[src/rtl/serial_adder.sv]
// serial_adder: bit-serial WIDTH-bit adder, one full-adder slice per clock, LSB first
// Ports: CLK/RST_N clock and async active-low reset; START with A/B requests an add,
// and A/B are captured on the accepting edge. BUSY is high while bits are being processed.
// DONE pulses for one cycle after SUM/CARRY load. SUM/CARRY hold {carry-out, low WIDTH bits} of A+B.
module half_adder (
  input  logic i_a,
  input  logic i_b,
  output logic o_s,
  output logic o_c
);
  assign o_s = i_a ^ i_b;
  assign o_c = i_a & i_b;
endmodule

module serial_adder #(
  parameter int WIDTH = 8
) (
  input  logic             CLK,
  input  logic             RST_N,
  input  logic             START,
  input  logic [WIDTH-1:0] A,
  input  logic [WIDTH-1:0] B,
  output logic             BUSY,
  output logic             DONE,
  output logic [WIDTH-1:0] SUM,
  output logic             CARRY
);
  localparam int CW = $clog2(WIDTH);
  localparam logic [CW-1:0] LAST = CW'(WIDTH - 1);
  typedef enum logic [1:0] {IDLE, RUN, FIN} state_t;
  state_t           r_state, w_next;
  logic [WIDTH-1:0] r_a, r_b;
  logic [WIDTH-2:0] r_res;
  logic             r_c;
  logic [CW-1:0]    r_cnt;
  logic             w_p, w_g1, w_s, w_g2, w_c, w_accept, w_last;
  logic [WIDTH-1:0] w_cat;
  half_adder u_ha1 (.i_a(r_a[0]), .i_b(r_b[0]), .o_s(w_p), .o_c(w_g1));
  half_adder u_ha2 (.i_a(w_p),    .i_b(r_c),    .o_s(w_s), .o_c(w_g2));
  assign w_c      = w_g1 | w_g2;
  // new bit enters at the top; after the last bit w_cat is the full result
  assign w_cat    = {w_s, r_res};
  assign w_accept = START && (r_state != RUN);
  assign w_last   = r_cnt == LAST;
  always_comb begin
    w_next = (r_state == RUN) ? (w_last ? FIN : RUN) : (START ? RUN : IDLE);
    BUSY   = r_state == RUN;
    DONE   = r_state == FIN;
  end
  always_ff @(posedge CLK or negedge RST_N)
    if (!RST_N) r_state <= IDLE;
    else        r_state <= w_next;
  always_ff @(posedge CLK or negedge RST_N) begin
    if (!RST_N) begin
      r_a   <= '0;
      r_b   <= '0;
      r_res <= '0;
      r_c   <= 1'b0;
      r_cnt <= '0;
      SUM   <= '0;
      CARRY <= 1'b0;
    end else if (w_accept) begin
      r_a   <= A;
      r_b   <= B;
      r_res <= '0;
      r_c   <= 1'b0;
      r_cnt <= '0;
    end else if (r_state == RUN) begin
      r_a   <= r_a >> 1;
      r_b   <= r_b >> 1;
      r_res <= w_cat[WIDTH-1:1];
      r_c   <= w_c;
      r_cnt <= r_cnt + 1'b1;
      if (w_last) begin
        SUM   <= w_cat;
        CARRY <= w_c;
      end
    end
  end
endmodule

[config.mk]
export PLATFORM = sky130hd
export DESIGN_NAME = serial_adder
export DESIGN_NICKNAME = d
export VERILOG_FILES = /design/src/rtl/serial_adder.sv
export SDC_FILE = /design/constraint.sdc
export NUM_CORES = 1
export LEC_CHECK = 0
export BUFFER_PORTS_ARGS = -buffer_cell sky130_fd_sc_hd__buf_4
export CAP_MARGIN = 20
export CORE_UTILIZATION = 59
export DETAILED_ROUTE_END_ITERATION = 7
export PLACE_DENSITY_LB_ADDON = 0.15
export REMOVE_ABC_BUFFERS = 1
export SLEW_MARGIN = 20
export SYNTH_ARGS = -nofsm -noshare
export SYNTH_HDL_FRONTEND = slang
export SYNTH_HIERARCHICAL = 1
export SYNTH_SLANG_ARGS = --single-unit
[constraint.sdc]
create_clock -name CLK -period 4.2 [get_ports CLK]
set_input_delay 0.21 -clock CLK [delete_from_list [all_inputs] [get_ports CLK]]
set_output_delay 0.21 -clock CLK [all_outputs]
set_load 0.02 [all_outputs]
==> impl_metrics.tcl <==
set metrics [dict create \
    crit_slowest_cell "nand2b_1" \
    vias_per_cell 5.58 \
    cts.sinks 38 \
    cpMostUsedCell "buf_4" \
    hpwl_um 1990 \
    antenna_found_initial 0 \
    ys_ff_latch 38 \
    crit_path_start_kind "flip-flop" \
    stdcell_area_sq_um 2080 \
    clock.fmax_mhz 478 \
    grt_use_total_pct 21.3 \
    outcome "finished with violations" \
    die_w_um 57.1 \
    yosysUniqueCellTypes 16 \
    crit_path_end_kind "output port" \
    clk_latency_ps 340 \
    violations "design-rule violations" \
    clkSlewWorstSetupHoldPaths_ps 100 \
    core_sq_um 2810 \
    multi_input_area_sq_um 768 \
    cts_tree "yes" \
    hp-class "in -> reg" \
    vias 1016 \
    overflow 0 \
    dpl_cell_area_sq_um 1990 \
    synth_edf_count 0 \
    netlist_instances 119 \
    drc_errors 6 \
    seqCellArea_sq_um 951 \
    ios 30 \
    ys_warn_count 6 \
    syn-cell-area_sq_um 1790 \
    power_leakage_nw 1.05 \
    grt_pass1_vias 1081 \
    finalPower_mw 1.38 \
    ctsHtreeMaxLevel 2 \
    max_stage_delay_ps 440 \
    drt_pass1_iterations 5 \
    layout-drive-gt1-share_pct 57.0 \
    drt_iter0_drc 28 \
    yosysMostFrequentCell "dfrtp_1" \
    maxCapViolations 0 \
    grt_max_degree 39 \
    crit_fanout 16 \
    ctsLongestPathBuffers 2 \
    ir_worst_vdd_mv 0.398 \
    ys_async_sr_fraction_pct 100 \
    synthTopCellsByCount "dfrtp_1, mux2_2, mux2_4" \
    synth.top_cell.area_share_pct 53.1 \
    rsz0062_at_grt "no" \
    period_share_pct 49.9 \
    die_h_um 57.1 \
    fin_crit_ps 2090 \
    cts_root_buf "clkbuf_4" \
    finalSetupViolCount 0 \
    port_buffers 29 \
    synth_ff_type "dfrtp_1" \
    final_hold_viol_count 0 \
    n_antenna_cell 0 \
    avgSynthCellArea_sq_um 15.0 \
    cp_cell_sequence "nand2b_1 > buf_4 > inv_1 > buf_4" \
    critPathKind "reg -> out" \
    timing.setup.tns_ps 0 \
    maxSlewViolCount 0 \
    cp.arrival_ps 1880 \
    syn2layout_area_growth_pct 16.1 \
    drtAntennaViolNets 0 \
    p_per_area_nw_per_um2 663 \
    finalWirelength_um 2980 \
    grt_pass1_wl_um 5060 \
    place_congestion 0.689 \
    worst_slew_margin_rel_pct 60.8 \
    cts_buffers 5 \
    synth.area.top_cells "dfrtp_1, mux2_2, mux2_4" \
    postCtsSetupBuffers 0 \
    wl_per_cell_um 16.4 \
    die_area_sq_um 3260 \
    fillers 198 \
    num-nets-final 173 \
    ys_seq_area_share_pct 53.1 \
    tightest_slew_ps 588 \
    start_util_pct 63.8 \
    num_rows 19 \
    synth_largest_area_cell "dfrtp_1" \
    required_ps 3990 \
    finClkSkew_ps 12.5 \
]
## where the power goes
part	switching, mW	internal, mW	total (mW)
Combinational	0.228	0.325	0.553
Sequential	0.0828	0.509	0.592
Clock	0.118	0.114	0.233
## layer usage
layer | GRT usage (%) | part of all wire [%]
met2 | 34.5 | 51
met5 | 0 | 0
met4 | 9.41 | 1.7
met1 | 27.7 | 43
met3 | 4.76 | 3.9
## critical path, delay by kind of cell, from the launching register on
family	cells	cell delay (ps)
and+or+nand+nor	1	440
DFF	1	410
buffers and inverters	3	690
## through the flow
step	worst slack [ps]	instances	hold WS (ps)	utilization, %
6_report	2110	182	117	74.1
5_1_grt	1980	182	95.9	74.1
3_5_place_dp	2470	173	204	71.0
4_1_cts	2080	182	105	74.1
3_3_place_gp	2530	173	193	71.0
2_1_floorplan	2390	112	-85.6	-
## timing repair
item | CTS | global route
endpoints found under the hold margin | 38 | 0
resized for setup | 0 | 0
hold buffers | 1 | 0
## cell type report
type	count	area share (%)
multi-input combinational	72	36.9
sequential	38	45.7
tap	31	1.87
inverter	2	0.361
clock buffer	8	3.79
timing repair buffer	31	11.3
## placed cells by master, fill, tap and decap left out
master         count
clkbuf_8           3
o21a_1             1
clkbuf_4           5
ha_1               4
dlygate4sd3_1      1
or2_2              1
mux2_4            12
mux2i_1            3
and2b_1            3
inv_1              2
nor2b_1            8
nand2b_1           2
mux2_2            35
nor2_1             2
dfrtp_1           38
nand3b_1           1
buf_4             30
## logic make-up (layout without fill, tap and decap cells)
kind of cell               after synthesis  count (layout)  share of synthesized area (%)
adders and majority gates                4               4                           2.80
DFF                                     38              38                           53.1
and+or+nand+nor                         17              17                           5.94
AOI/OAI and AO/OA                        1               1                          0.419
muxes                                   50              50                           33.8
buffers and inverters                    9              41                           3.98
## sequential cells by signal (all words and copies together) (netlist names)
name	count
r_c	1
r_res	7
r_cnt	3
SUM	8
r_b	8
CARRY	1
r_state	2
r_a	8
## path summary, 6_finish.rpt
path	depth (start not counted)	startpoint	to	slack, ps
worst max-delay path	4	r_state[0]	BUSY	2110
worst min-delay path	3	B[7]	r_b[7]	120
worst max register to register	4	r_cnt[0]	CARRY	2460
worst min register to register	1	r_b[2]	r_b[1]	520
max in group asynchronous	2	RST_N	SUM[0]	3510
min in group asynchronous	2	RST_N	SUM[5]	340
No activity file was read; power rests on OpenSTA's default activity.
